`config.mk`:
```
export PLATFORM = sky130hd
export DESIGN_NAME = fixed_lpc_encoder_flat
export DESIGN_NICKNAME = d
export VERILOG_FILES = /design/src/rtl/fixed_lpc_encoder_if.sv /design/src/rtl/fixed_lpc_encoder.sv /design/src/flat_wrapper.sv
export SDC_FILE = /design/constraint.sdc
export NUM_CORES = 1
export LEC_CHECK = 0
export BUFFER_PORTS_ARGS = -buffer_cell sky130_fd_sc_hd__buf_4
export CORE_ASPECT_RATIO = 1.75
export CORE_MARGIN = 2
export CORE_UTILIZATION = 40
export DETAILED_ROUTE_END_ITERATION = 8
export HOLD_SLACK_MARGIN = 0.1
export SETUP_SLACK_MARGIN = 0.2
export SKIP_CTS_REPAIR_TIMING = 1
export SYNTH_ARGS = -nofsm -noshare
export SYNTH_HDL_FRONTEND = slang
export SYNTH_SLANG_ARGS = --single-unit
```
`constraint.sdc`:
```
create_clock -name iClock -period 4.2 [get_ports iClock]
set_input_delay 0.84 -clock iClock [delete_from_list [all_inputs] [get_ports iClock]]
set_output_delay 0.84 -clock iClock [all_outputs]
set_load 0.05 [all_outputs]
```
`src/rtl/fixed_lpc_encoder_if.sv`:
```
// Sample-in / residual-out bundle for fixed_lpc_encoder (master = sample source, slave = encoder).
// oAbsSum/oSumValid exist only when FIXED_LPC_ABSSUM_EN is defined.
interface fixed_lpc_encoder_if #(
  parameter int SAMPLE_W = 16,
  parameter int RESID_W  = SAMPLE_W + 4,
  parameter int SUM_W    = 32
);
  logic                       iEnable;
  logic                       iValid;
  logic                       iStart;
  logic                       iLast;
  logic [2:0]                 iOrder;
  logic signed [SAMPLE_W-1:0] iSample;
  logic                       oValid;
  logic                       oWarmup;
  logic                       oLast;
  logic signed [RESID_W-1:0]  oResidual;

  if (SUM_W < RESID_W) begin : g_bad_sum_w
    $error("SUM_W must not be narrower than RESID_W");
  end

`ifdef FIXED_LPC_ABSSUM_EN
  logic [SUM_W-1:0]           oAbsSum;
  logic                       oSumValid;

  modport master (
    output iEnable, iValid, iStart, iLast, iOrder, iSample,
    input  oValid, oWarmup, oLast, oResidual, oAbsSum, oSumValid
  );
  modport slave (
    input  iEnable, iValid, iStart, iLast, iOrder, iSample,
    output oValid, oWarmup, oLast, oResidual, oAbsSum, oSumValid
  );
`else
  modport master (
    output iEnable, iValid, iStart, iLast, iOrder, iSample,
    input  oValid, oWarmup, oLast, oResidual
  );
  modport slave (
    input  iEnable, iValid, iStart, iLast, iOrder, iSample,
    output oValid, oWarmup, oLast, oResidual
  );
`endif
endinterface

```
`src/rtl/fixed_lpc_encoder.sv`:
```
// FLAC fixed-predictor residual encoder, orders 0..4, 3-stage pipeline with global stall.
// Optional block |residual| accumulator enabled by FIXED_LPC_ABSSUM_EN.
module fixed_lpc_encoder #(
  parameter int SAMPLE_W = 16,
  parameter int RESID_W  = SAMPLE_W + 4,
  parameter int SUM_W    = 32
) (
  input logic                iClock,
  input logic                iReset,
  fixed_lpc_encoder_if.slave bus
);

  if (SAMPLE_W < 8 || SAMPLE_W > 24) begin : g_bad_sample_w
    $error("SAMPLE_W must be within 8..24");
  end
  if (RESID_W < SAMPLE_W + 4) begin : g_bad_resid_w
    $error("RESID_W too narrow for the order-4 worst case");
  end
  if (SUM_W < RESID_W) begin : g_bad_sum_w
    $error("SUM_W must not be narrower than RESID_W");
  end

  logic                       accept;
  logic [2:0]                 order_q, order_d;
  logic [2:0]                 warm_cnt_q, warm_cnt_d;
  logic signed [SAMPLE_W-1:0] hist_q [4];
  logic signed [SAMPLE_W-1:0] hist_d [4];

  logic [2:0]                 order_eff;
  logic [2:0]                 warm_cnt_eff;
  logic signed [SAMPLE_W-1:0] hist_eff [4];

  logic                       s0_valid_q, s0_valid_d;
  logic                       s0_warm_q, s0_warm_d;
  logic                       s0_last_q, s0_last_d;
  logic [2:0]                 s0_order_q, s0_order_d;
  logic signed [SAMPLE_W-1:0] s0_x_q, s0_x_d;
  logic signed [SAMPLE_W-1:0] s0_h_q [4];
  logic signed [SAMPLE_W-1:0] s0_h_d [4];

  logic signed [RESID_W-1:0]  xe;
  logic signed [RESID_W-1:0]  he [4];
  logic                       s1_valid_q, s1_valid_d;
  logic                       s1_warm_q, s1_warm_d;
  logic                       s1_last_q, s1_last_d;
  logic signed [RESID_W-1:0]  s1_pa_q, s1_pa_d;
  logic signed [RESID_W-1:0]  s1_pb_q, s1_pb_d;

  logic                       out_valid_q, out_valid_d;
  logic                       out_warm_q, out_warm_d;
  logic                       out_last_q, out_last_d;
  logic signed [RESID_W-1:0]  out_res_q, out_res_d;

  assign accept = bus.iEnable & bus.iValid;

  // A start sample sees a fresh block: new order, empty history, zero warm-up count.
  always_comb begin
    order_eff    = order_q;
    warm_cnt_eff = warm_cnt_q;
    hist_eff     = hist_q;
    if (bus.iStart) begin
      order_eff    = (bus.iOrder > 3'd4) ? 3'd4 : bus.iOrder;
      warm_cnt_eff = 3'd0;
      for (int k = 0; k < 4; k++) hist_eff[k] = '0;
    end
  end

  always_comb begin
    order_d    = order_q;
    warm_cnt_d = warm_cnt_q;
    hist_d     = hist_q;
    s0_valid_d = accept;
    s0_warm_d  = 1'b0;
    s0_last_d  = 1'b0;
    s0_order_d = s0_order_q;
    s0_x_d     = s0_x_q;
    s0_h_d     = s0_h_q;
    if (accept) begin
      order_d    = order_eff;
      warm_cnt_d = (warm_cnt_eff < order_eff) ? warm_cnt_eff + 3'd1 : warm_cnt_eff;
      hist_d[0]  = bus.iSample;
      hist_d[1]  = hist_eff[0];
      hist_d[2]  = hist_eff[1];
      hist_d[3]  = hist_eff[2];
      s0_warm_d  = (warm_cnt_eff < order_eff);
      s0_last_d  = bus.iLast;
      s0_order_d = order_eff;
      s0_x_d     = bus.iSample;
      s0_h_d     = hist_eff;
    end
  end

  // Split the predictor into two partial sums so the final adder stage stays short.
  always_comb begin
    xe = RESID_W'(s0_x_q);
    for (int k = 0; k < 4; k++) he[k] = RESID_W'(s0_h_q[k]);
    s1_pa_d = xe;
    s1_pb_d = '0;
    if (!s0_warm_q) begin
      case (s0_order_q)
        3'd1: s1_pa_d = xe - he[0];
        3'd2: begin
          s1_pa_d = xe - (he[0] <<< 1);
          s1_pb_d = he[1];
        end
        3'd3: begin
          s1_pa_d = xe - ((he[0] <<< 1) + he[0]);
          s1_pb_d = ((he[1] <<< 1) + he[1]) - he[2];
        end
        3'd4: begin
          s1_pa_d = xe - (he[0] <<< 2);
          s1_pb_d = ((he[1] <<< 2) + (he[1] <<< 1)) - (he[2] <<< 2) + he[3];
        end
        default: ;
      endcase
    end
    s1_valid_d = s0_valid_q;
    s1_warm_d  = s0_valid_q & s0_warm_q;
    s1_last_d  = s0_valid_q & s0_last_q;
  end

  always_comb begin
    out_valid_d = s1_valid_q;
    out_warm_d  = s1_valid_q & s1_warm_q;
    out_last_d  = s1_valid_q & s1_last_q;
    out_res_d   = s1_valid_q ? (s1_pa_q + s1_pb_q) : '0;
  end

  always_ff @(posedge iClock) begin
    if (iReset) begin
      order_q     <= '0;
      warm_cnt_q  <= '0;
      s0_valid_q  <= 1'b0;
      s0_warm_q   <= 1'b0;
      s0_last_q   <= 1'b0;
      s0_order_q  <= '0;
      s0_x_q      <= '0;
      for (int k = 0; k < 4; k++) begin
        hist_q[k] <= '0;
        s0_h_q[k] <= '0;
      end
      s1_valid_q  <= 1'b0;
      s1_warm_q   <= 1'b0;
      s1_last_q   <= 1'b0;
      s1_pa_q     <= '0;
      s1_pb_q     <= '0;
      out_valid_q <= 1'b0;
      out_warm_q  <= 1'b0;
      out_last_q  <= 1'b0;
      out_res_q   <= '0;
    end else if (bus.iEnable) begin
      order_q     <= order_d;
      warm_cnt_q  <= warm_cnt_d;
      s0_valid_q  <= s0_valid_d;
      s0_warm_q   <= s0_warm_d;
      s0_last_q   <= s0_last_d;
      s0_order_q  <= s0_order_d;
      s0_x_q      <= s0_x_d;
      for (int k = 0; k < 4; k++) begin
        hist_q[k] <= hist_d[k];
        s0_h_q[k] <= s0_h_d[k];
      end
      s1_valid_q  <= s1_valid_d;
      s1_warm_q   <= s1_warm_d;
      s1_last_q   <= s1_last_d;
      s1_pa_q     <= s1_pa_d;
      s1_pb_q     <= s1_pb_d;
      out_valid_q <= out_valid_d;
      out_warm_q  <= out_warm_d;
      out_last_q  <= out_last_d;
      out_res_q   <= out_res_d;
    end
  end

  assign bus.oValid    = out_valid_q;
  assign bus.oWarmup   = out_warm_q;
  assign bus.oLast     = out_last_q;
  assign bus.oResidual = out_res_q;

`ifdef FIXED_LPC_ABSSUM_EN
  logic                 s0_start_q, s1_start_q, out_start_q;
  logic [RESID_W-1:0]   abs_res;
  logic [SUM_W-1:0]     acc_base;
  logic [SUM_W:0]       acc_add;
  logic [SUM_W:0]       sum_ext;
  logic [SUM_W-1:0]     total;
  logic [SUM_W-1:0]     acc_q, acc_d;
  logic [SUM_W-1:0]     abs_sum_q, abs_sum_d;
  logic                 sum_valid_q, sum_valid_d;

  // The start flag rides with its sample so a mid-block restart drops the old total silently.
  always_comb begin
    abs_res     = out_res_q[RESID_W-1] ? -out_res_q : out_res_q;
    acc_base    = out_start_q ? '0 : acc_q;
    acc_add     = out_warm_q ? '0 : (SUM_W+1)'(abs_res);
    sum_ext     = {1'b0, acc_base} + acc_add;
    total       = sum_ext[SUM_W] ? '1 : sum_ext[SUM_W-1:0];
    acc_d       = acc_q;
    abs_sum_d   = abs_sum_q;
    sum_valid_d = 1'b0;
    if (out_valid_q) begin
      if (out_last_q) begin
        abs_sum_d   = total;
        sum_valid_d = 1'b1;
        acc_d       = '0;
      end else begin
        acc_d       = total;
      end
    end
  end

  always_ff @(posedge iClock) begin
    if (iReset) begin
      s0_start_q  <= 1'b0;
      s1_start_q  <= 1'b0;
      out_start_q <= 1'b0;
      acc_q       <= '0;
      abs_sum_q   <= '0;
      sum_valid_q <= 1'b0;
    end else if (bus.iEnable) begin
      s0_start_q  <= accept & bus.iStart;
      s1_start_q  <= s0_valid_q & s0_start_q;
      out_start_q <= s1_valid_q & s1_start_q;
      acc_q       <= acc_d;
      abs_sum_q   <= abs_sum_d;
      sum_valid_q <= sum_valid_d;
    end
  end

  assign bus.oAbsSum   = abs_sum_q;
  assign bus.oSumValid = sum_valid_q;
`endif

endmodule

```
`src/flat_wrapper.sv`:
```
// flat-port wrapper written by rule: the top's interface ports become plain ports
module fixed_lpc_encoder_flat 
#(
  parameter int SAMPLE_W = 16,
  parameter int RESID_W  = SAMPLE_W + 4,
  parameter int SUM_W    = 32
)
  (iClock, iReset, bus_iEnable, bus_iValid, bus_iStart, bus_iLast, bus_iOrder, bus_iSample, bus_oValid, bus_oWarmup, bus_oLast, bus_oResidual);
  fixed_lpc_encoder_if #(.SAMPLE_W(SAMPLE_W), .RESID_W(RESID_W), .SUM_W(SUM_W)) bus_i ();
  input logic iClock;
  input logic iReset;
  input wire logic [$bits(bus_i.iEnable)-1:0] bus_iEnable;
  input wire logic [$bits(bus_i.iValid)-1:0] bus_iValid;
  input wire logic [$bits(bus_i.iStart)-1:0] bus_iStart;
  input wire logic [$bits(bus_i.iLast)-1:0] bus_iLast;
  input wire logic [$bits(bus_i.iOrder)-1:0] bus_iOrder;
  input wire logic [$bits(bus_i.iSample)-1:0] bus_iSample;
  output wire logic [$bits(bus_i.oValid)-1:0] bus_oValid;
  output wire logic [$bits(bus_i.oWarmup)-1:0] bus_oWarmup;
  output wire logic [$bits(bus_i.oLast)-1:0] bus_oLast;
  output wire logic [$bits(bus_i.oResidual)-1:0] bus_oResidual;
  assign bus_i.iEnable = bus_iEnable;
  assign bus_i.iValid = bus_iValid;
  assign bus_i.iStart = bus_iStart;
  assign bus_i.iLast = bus_iLast;
  assign bus_i.iOrder = bus_iOrder;
  assign bus_i.iSample = bus_iSample;
  assign bus_oValid = bus_i.oValid;
  assign bus_oWarmup = bus_i.oWarmup;
  assign bus_oLast = bus_i.oLast;
  assign bus_oResidual = bus_i.oResidual;
  fixed_lpc_encoder #(.SAMPLE_W(SAMPLE_W), .RESID_W(RESID_W), .SUM_W(SUM_W)) u_core (.iClock(iClock), .iReset(iReset), .bus(bus_i));
endmodule
```
==> flow_metrics.env, run 1 <==
export IMPL_rsz0062_at_grt="yes"
export IMPL_die_h_um=247
export IMPL_core_area_um2=33000
export IMPL_slew_limit_headroom_pct=42.5
export IMPL_wire_per_inst_um=19.0
export IMPL_gp_congestion=0.900
export IMPL_cp_end_kind="register"
export IMPL_ioPinCount=48
export IMPL_min_path_type="register to register"
export IMPL_grt_overflow=0
export IMPL_finalSetupTns_ps=0
export IMPL_viasPerCell=5.82
export IMPL_clockBufferDepth=2
export IMPL_drive_gt1_share_pct=7.40
export IMPL_grt_pass1_wl_um=65200
export IMPL_drtIter0Drc=697
export IMPL_leakagePower_uw=0.00604
export IMPL_cts_tree="built"
export IMPL_grt_max_degree=72
export IMPL_drtAntennaViolNets=0
export IMPL_hpwl_um=30700
export IMPL_ir_worst_vdd_mv=0.312
export IMPL_use_met1_pct=24.4
export IMPL_synth_top_cell_by_area="dfxtp_1"
export IMPL_top_usage_layer="met2"
export IMPL_use_met2_pct=46.3
export IMPL_setup_viol=0
export IMPL_syn_area_um2=13500
export IMPL_die_area_um2=35200
export IMPL_final_min_clock_period_ps=3880
export IMPL_area_growth_pct=10.2
export IMPL_ys_types=80
export IMPL_fmax_mhz=258
export IMPL_routed_wl_um=40300
export IMPL_ys_async_sr_fraction_pct=0
export IMPL_syn_area_per_cell_um2=7.96
export IMPL_fin_area_um2=14800
export IMPL_worstPathRequired_ps=4560
export IMPL_post_synth_top_count_cell="a21oi_1"
export IMPL_finalCritPeriodShare_pct=92.3
export IMPL_clock_root_buffer="clkbuf_16"
export IMPL_drc=0
export IMPL_dpl_instance_area_um2=14200
export IMPL_drtPass1Iterations=6
export IMPL_die_w_um=143
export IMPL_synth_ff_latch_count=154
export IMPL_power_total_uw=4020
export IMPL_num_vias=12358
export IMPL_status="finished clean"
export IMPL_critPathLaunchType="register"
export IMPL_grt_pass1_vias=12904
export IMPL_synth_cells_most_frequent="a21oi_1 (178), inv_1 (172), dfxtp_1 (154)"
export IMPL_grt_usage_pct=23.6
export IMPL_tightest_slew_ps=862
export IMPL_worstSkewPairLatency_ps=460
export IMPL_synth_area_leaders="dfxtp_1 (23%), ha_1 (11%), fa_1 (10%), a21oi_1 (6.6%), inv_1 (4.8%)"
export IMPL_yosysSeqAreaShare_pct=22.9
export IMPL_finClkSkew_ps=9.24
export IMPL_critical_path_class="register to register"
export IMPL_syn_inst=1693
export IMPL_diodes=0
export IMPL_path_clk_slew_ps=60
export IMPL_yosys_warnings=0
export IMPL_cts_inserted_buffers=17
export IMPL_yosys_most_used_dff="dfxtp_1"
export IMPL_portBuffers=47
export IMPL_path_max_fanout=3
export IMPL_worstPathArrival_ps=4240
export IMPL_rows=88
export IMPL_synth_nets=1908
export IMPL_slew_violations=0
export IMPL_synth_top_area_share_pct=22.9
export IMPL_layout_nets=1919
export IMPL_antenna_found_initial=0
export IMPL_cts_htree_levels=4
export IMPL_p_per_area_nw_per_um2=271
export IMPL_cts_sinks=154
export IMPL_use_met3_pct=2.96
export IMPL_start_util_pct=40.8
export IMPL_synth_edff_count=0
export IMPL_hold_viol_final=0
export IMPL_max_cap_violations=0
[report_power, final]
part           internal (uW)  switching (uW)
clock network            979             669
logic                    348             510
registers               1480            32.6
[registers in the layout, summed over array words and instances (netlist names)]
name,cells
u_core.warm_cnt_q,3
u_core.s1_last_q,1
u_core.s1_pb_q,20
u_core.bus.oResidual,20
u_core.bus.oValid,1
u_core.s1_warm_q,1
u_core.he,64
u_core.s0_valid_q,1
u_core.bus.oLast,1
u_core.s0_warm_q,1
u_core.out_valid_d,1
u_core.s0_x_q,16
u_core.s0_last_q,1
u_core.s1_pa_q,19
u_core.s0_order_q,3
u_core.bus.oWarmup,1
[logic make-up (layout without fill, tap and decap cells)]
logic type | after synthesis | after routing | share of synthesized area, %
fa+ha+maj | 190 | 190 | 21.4
xor+xnor | 91 | 91 | 5.92
buf+inv | 254 | 278 | 7.12
simple gates | 467 | 467 | 16.2
flops | 154 | 154 | 22.9
compound gates | 527 | 527 | 25.7
mux | 10 | 10 | 0.752
[worst paths after layout]
path / start / end / slack [ps] / depth (start not counted)
max reg2reg: u_core.he[21] / u_core.s1_pb_q[17] / 320 / 14
min reg2reg: u_core.he[69] / u_core.he[69] / 450 / 2
max: u_core.he[21] / u_core.s1_pb_q[17] / 320 / 14
min: u_core.he[69] / u_core.he[69] / 450 / 2
[through the flow]
| step | utilization [%] | std cells | setup slack [ps] | hold slack [ps] |
|---|---|---|---|---|
| floorplan | - | 1693 | 741 | 432 |
| global placement | 43.0 | 2089 | 311 | 438 |
| detailed placement | 43.0 | 2089 | 288 | 446 |
| CTS | 44.9 | 2121 | 260 | 455 |
| global route | 45.0 | 2122 | 162 | 471 |
| finish | 45.0 | 2122 | 322 | 451 |
[area by class of cell]
class / instances / area [um^2]
Fill cell: 3346 / 18200
Multi-Input combinational cell: 1285 / 9450
Tap cell: 405 / 507
Sequential cell: 154 / 3080
Timing Repair Buffer: 72 / 541
Clock buffer: 21 / 470
Inverter: 174 / 653
Clock inverter: 11 / 143
[cells in the final DEF, fill, tap and decap left out, types with 7 or more instances in the layout]
master,count
a22oi_1,24
nand3_1,20
nand2_1,125
clkbuf_16,17
xor2_1,35
nand3b_1,19
nor4_1,9
o31ai_1,9
o21bai_1,13
a22o_1,12
a31oi_1,7
o21ai_0,47
a21oi_1,178
xnor2_1,56
or3_1,10
nor3_1,73
dfxtp_1,154
nor2b_1,24
nor2_1,140
o221ai_1,10
buf_4,72
mux2i_1,9
ha_1,123
inv_1,172
o21ai_1,42
a221oi_1,10
o22ai_1,11
o32ai_1,7
a211oi_1,30
o211ai_1,17
nand2b_1,10
fa_1,67
o21a_1,17
and3_1,7
a21o_1,29
nand4_1,11
[critical path, cell delays in order, from the launching register on]
cell and delay [ps]:
dfxtp_1 370, inv_1 100, fa_1 500, inv_1 50
fa_1 520, inv_1 60, ha_1 280, a211oi_1 310
o211ai_1 230, a211oi_2 360, o21bai_1 130, a21o_1 240
a41oi_2 280, nand3_1 110, a221oi_1 240
[metal layers]
metal / share of wire [%] / up-vias
li1: - / 6033
met1: 38 / 6004
met2: 55 / 245
met3: 2.8 / 76
met4: 3.6 / 0
met5: 0 / -
Note: power is estimated with default switching activity, not from simulation.
==> run 2: changes to the inputs <==
- CORE_UTILIZATION: 40 -> 64
- PLACE_DENSITY: unset -> 0.82
==> run 2 against run 1 <==
  * Total power is 0.27% higher
  * Combinational power rose by 0.8%
  * Critical path depth increased by 3
  * Final area down 1.1%
  * First-iteration DRC count is 4.6% higher
  * Register-to-register slack about the same
  * Sequential power hardly changed
  * Cell count decreased by 7.2%
  * Utilization up 26 points
  * Clock skew rose by 0.77 ps
  * Routed wire length down 3.3%
  * Sequential share of layout area increased by 0.23 points
  * Highest routed layer unchanged
==> flow_metrics.env, run 2 (synthesis gave the netlist of run 1 again) <==
export IMPL_status="finished clean"
export IMPL_largest_register_ff_count=64
export IMPL_grt_usage_pct=36.0
export IMPL_portBuffers=47
export IMPL_power_frac_seq_pct=37.5
export IMPL_power_total_uw=4030
export IMPL_finalCritPeriodShare_pct=92.2
export IMPL_grt_pass1_wl_um=64300
export IMPL_path_buf_inv=5
export IMPL_drtAntennaViolNets=0
export IMPL_min_path_type="register to register"
export IMPL_finalSetupTns_ps=0
export IMPL_cts_tree="built"
export IMPL_die_w_um=114
export IMPL_final_min_clock_period_ps=3870
export IMPL_mostFrequentLayoutCell="a21oi_1"
export IMPL_hpwl_um=29300
export IMPL_diodes=0
export IMPL_swShare_pct=30.4
export IMPL_rows=70
export IMPL_worstSkewPairLatency_ps=450
export IMPL_clock_root_buffer="clkbuf_16"
export IMPL_cts_sinks=154
export IMPL_grt_overflow=0
export IMPL_slew_limit_headroom_pct=38.3
export IMPL_antenna_found_initial=0
export IMPL_tightest_slew_ps=923
export IMPL_cts_htree_levels=4
export IMPL_drive_gt1_share_pct=7.68
export IMPL_routed_wl_um=39000
export IMPL_worstPathRequired_ps=4530
export IMPL_cts_inserted_buffers=17
export IMPL_layoutNonFillerInstCount=1970
export IMPL_area_growth_pct=9.02
export IMPL_rsz0062_at_grt="yes"
export IMPL_p_per_area_nw_per_um2=274
export IMPL_ir_worst_vdd_mv=0.267
export IMPL_slew_violations=0
export IMPL_hold_viol_final=0
export IMPL_clockBufferDepth=2
export IMPL_fmax_mhz=258
export IMPL_grt_pass1_vias=13389
export IMPL_fin_area_um2=14700
export IMPL_hold_worst_slack_ps=450
export IMPL_wire_per_inst_um=19.8
export IMPL_die_h_um=196
export IMPL_max_cap_violations=0
export IMPL_viasPerCell=6.48
export IMPL_cp_common_cell="inv_1"
export IMPL_die_area_um2=22300
export IMPL_drtIter0Drc=729
export IMPL_cp_top_family="adder cells"
export IMPL_cp_end_kind="register"
export IMPL_gp_congestion=0.965
export IMPL_leakagePower_uw=0.00605
export IMPL_max_stage_delay_ps=510
export IMPL_critPathLaunchType="register"
export IMPL_drc=0
export IMPL_path_cells="inv_1, fa_1, inv_1, fa_1, inv_1, ha_2, inv_1, fa_1, nor2b_1, o21ai_1, o22ai_1, buf_4, a211oi_1, o31ai_1, xnor2_1, a221oi_2, a211oi_2"
export IMPL_ioPinCount=48
export IMPL_setup_viol=0
export IMPL_intPower_uw=2810
export IMPL_dpl_instance_area_um2=14000
export IMPL_finClkSkew_ps=10.0
export IMPL_dp_cells=1937
export IMPL_start_util_pct=64.9
export IMPL_drtPass1Iterations=8
export IMPL_layout_nets=1920
export IMPL_pwr_share_clk_pct=41.1
export IMPL_crit_slowest_cell="fa_1"
export IMPL_grt_max_degree=74
export IMPL_combPwrFrac_pct=21.5
export IMPL_most_common_layout_cells="a21oi_1 (177), inv_1 (172), dfxtp_1 (153), nor2_1 (140), nand2_1 (125)"
export IMPL_core_area_um2=20800
export IMPL_worstPathArrival_ps=4200
export IMPL_fillers=1715
export IMPL_critical_path_class="register to register"
export IMPL_path_clk_slew_ps=70
export IMPL_num_vias=12758
export IMPL_path_max_fanout=4
export IMPL_net_switching_power_uw=1230
## run 2: cell type report
| class | instances | area (um^2) | area share (%) |
|---|---|---|---|
| Clock inverter | 11 | 159 | 1.08 |
| Tap cell | 252 | 315 | 2.15 |
| Clock buffer | 21 | 460 | 3.13 |
| Multi-Input combinational cell | 1285 | 9470 | 64.5 |
| Sequential cell | 154 | 3080 | 21.0 |
| Timing Repair Buffer | 73 | 548 | 3.73 |
| Inverter | 174 | 653 | 4.45 |
## run 2: metrics by stage
step | setup slack, ps | util, %
3_5_place_dp | 333 | 67.6
4_1_cts | 302 | 70.6
5_1_grt | 107 | 70.8
6_report | 327 | 70.8
2_1_floorplan | 741 | -
3_3_place_gp | 420 | 67.6
## run 2: worst register-to-register path, stage by stage, from the launching register on
cell and delay (ps):
dfxtp_2 340, inv_1 70, fa_1 510, inv_1 50, fa_1 430, inv_1 70, ha_2 200, inv_1 70
fa_1 450, nor2b_1 150, o21ai_1 90, o22ai_1 140, buf_4 160, a211oi_1 120, o31ai_1 360, xnor2_1 160
a221oi_2 270, a211oi_2 100
## run 2: layer usage
metal / vias to the layer above / part of all wire (%) / track usage (%)
li1: 6040 / - / -
met1: 6067 / 37 / 39.1
met2: 452 / 51 / 63.9
met3: 199 / 4.5 / 4.66
met4: 0 / 7.3 / 24.9
met5: - / 0 / 0
## run 2: path summary, 6_finish.rpt
check | start | end | slack (ps) | depth (start not counted)
setup / recovery | u_core.he[20] | u_core.s1_pb_q[16] | 330 | 17
hold / removal | u_core.he[67] | u_core.he[67] | 450 | 2
hold reg to reg | u_core.he[67] | u_core.he[67] | 450 | 2
setup reg to reg | u_core.he[20] | u_core.s1_pb_q[16] | 330 | 17
## run 2: power by group through the flow
stage	Sequential [uW]	Combinational (uW)	Clock (uW)
finish	1510	865	1660
global route	1510	939	1720
CTS	1510	842	1660
detailed placement	1540	834	0
global placement	1540	822	0
floorplan	1530	638	0
==> run 3: changes to the inputs <==
- BUFFER_PORTS_ARGS: -buffer_cell sky130_fd_sc_hd__buf_4 -> -buffer_cell sky130_fd_sc_hd__buf_2
==> run 3 against run 2 <==
  * Count of clock-buffer cells in the layout is 4 lower
  * Clock power is 9.6% lower
  * Via count is 0.39% lower
  * Cell count is 0.15% higher
  * Clock skew is 1.9 ps lower
  * Die area stayed put
==> flow_metrics.env, run 3 (synthesis gave the netlist of run 1 again) <==
export IMPL_grt_usage_pct=35.7
export IMPL_finalSetupTns_ps=0
export IMPL_fmax_mhz=260
export IMPL_antenna_found_initial=0
export IMPL_path_max_fanout=4
export IMPL_worstSkewPairLatency_ps=450
export IMPL_min_path_type="register to register"
export IMPL_worstPathRequired_ps=4550
export IMPL_mostFrequentLayoutCell="a21oi_1"
export IMPL_drtPass1Iterations=5
export IMPL_tightest_slew_ps=1140
export IMPL_num_vias=12708
export IMPL_worstPathArrival_ps=4190
export IMPL_place_ws_ps=257
export IMPL_drtAntennaViolNets=0
export IMPL_p_per_area_nw_per_um2=266
export IMPL_die_w_um=114
export IMPL_hold_viol_final=0
export IMPL_dp_cells=1939
export IMPL_clockBufferDepth=2
export IMPL_r2r_start="u_core.he[24]"
export IMPL_clock_root_buffer="clkbuf_16"
export IMPL_die_area_um2=22300
export IMPL_max_cap_violations=0
export IMPL_rows=70
export IMPL_drive_gt1_share_pct=7.84
export IMPL_viasPerCell=6.44
export IMPL_net_switching_power_uw=1260
export IMPL_ir_worst_vdd_mv=0.285
export IMPL_fillers=1732
export IMPL_ioPinCount=48
export IMPL_intPower_uw=2600
export IMPL_startpoint="u_core.he[24]"
export IMPL_fin_util_pct=70.0
export IMPL_rsz0062_at_grt="yes"
export IMPL_cp_end_kind="register"
export IMPL_hp_start="u_core.he[71]"
export IMPL_crit_slowest_cell="fa_1"
export IMPL_layout_nets=1923
export IMPL_die_h_um=196
export IMPL_swShare_pct=32.7
export IMPL_critical_path_class="register to register"
export IMPL_finClkSkew_ps=8.11
export IMPL_diodes=0
export IMPL_setup_viol=0
export IMPL_grt_pass1_wl_um=64000
export IMPL_portBuffers=47
export IMPL_cp_common_cell="inv_1"
export IMPL_grt_pass1_vias=13261
export IMPL_power_frac_seq_pct=39.1
export IMPL_wire_per_inst_um=19.6
export IMPL_gp_congestion=0.961
export IMPL_grt_overflow=0
export IMPL_slew_violations=0
export IMPL_critPathLaunchType="register"
export IMPL_hpwl_um=29100
export IMPL_area_growth_pct=7.82
export IMPL_routed_wl_um=38600
export IMPL_dpl_instance_area_um2=13900
export IMPL_finalCritPeriodShare_pct=91.5
export IMPL_cts_sinks=154
export IMPL_most_common_layout_cells="a21oi_1 (178), inv_1 (172), dfxtp_1 (154), nor2_1 (140), nand2_1 (125)"
export IMPL_layoutNonFillerInstCount=1973
export IMPL_largest_register_ff_count=64
export IMPL_path_cells="inv_1, fa_1, inv_1, fa_1, inv_1, ha_1, a21oi_1, o211ai_1, a211oi_2, o21bai_1, a21o_1, a41oi_2, nand3_1, a221oi_1"
export IMPL_cts_htree_levels=4
export IMPL_drtIter0Drc=900
export IMPL_status="finished clean"
export IMPL_leakagePower_uw=0.00602
export IMPL_drc=0
export IMPL_finalWorstSetupSlack_ps=358
export IMPL_final_min_clock_period_ps=3840
export IMPL_path_clk_slew_ps=70
export IMPL_grt_max_degree=100
export IMPL_slew_limit_headroom_pct=23.9
export IMPL_cts_tree="built"
export IMPL_combPwrFrac_pct=22.1
export IMPL_fin_area_um2=14500
export IMPL_cts_inserted_buffers=17
export IMPL_pwr_share_clk_pct=38.8
export IMPL_start_util_pct=64.9
export IMPL_core_area_um2=20800
export IMPL_max_stage_delay_ps=510
-- run 3: changes by cell type in the layout (fill, tap and decap cells not counted), sizes merged --
cell and change:
inv +6, clkbuf -4, buf +3, bufinv -3, clkinv +1
-- run 3: final timing paths --
kind / to / slack [ps] / cells past startpoint
worst max-delay path: u_core.s1_pb_q[17] / 360 / 14
worst min-delay path: u_core.he[71] / 450 / 2
worst max register to register: u_core.s1_pb_q[17] / 360 / 14
worst min register to register: u_core.he[71] / 450 / 2
-- run 3: final cells by class --
type                            count  area (um^2)  area share (%)
Clock buffer                       17          425            2.93
Clock inverter                     15          128           0.878
Inverter                          174          653            4.50
Multi-Input combinational cell   1285         9470            65.2
Sequential cell                   154         3080            21.2
Tap cell                          252          315            2.17
Timing Repair Buffer               76          455            3.13
-- run 3: through the flow --
stage | total power, uW | hold WS, ps
global route | 4020 | 467
detailed placement | 2370 | 445
floorplan | 2170 | 432
finish | 3870 | 451
global placement | 2360 | 439
CTS | 3860 | 454
-- run 3: critical path: cells and delay by family, from the launching register on --
family                   cells  cell delay [ps]
adder cells (fa/ha/maj)      3             1320
AO/OA/AOI/OAI                7             1750
flip-flops                   1              380
AND/OR/NAND/NOR              1              110
buffers and inverters        3              200
-- run 3: routing by layer --
metal	global-route usage [%]	up-vias	wire length, um
met2	63.1	455	19900
li1	-	6037	-
met3	4.66	178	1840
met4	24.8	0	2660
met1	39.1	6038	14200
met5	0	-	0
-- run 3: power groups by stage --
stage	Clock (uW)	Sequential [uW]	Combinational (uW)
finish	1500	1510	855
global route	1570	1510	932
CTS	1510	1510	834
detailed placement	0	1540	827
global placement	0	1540	814
floorplan	0	1530	638
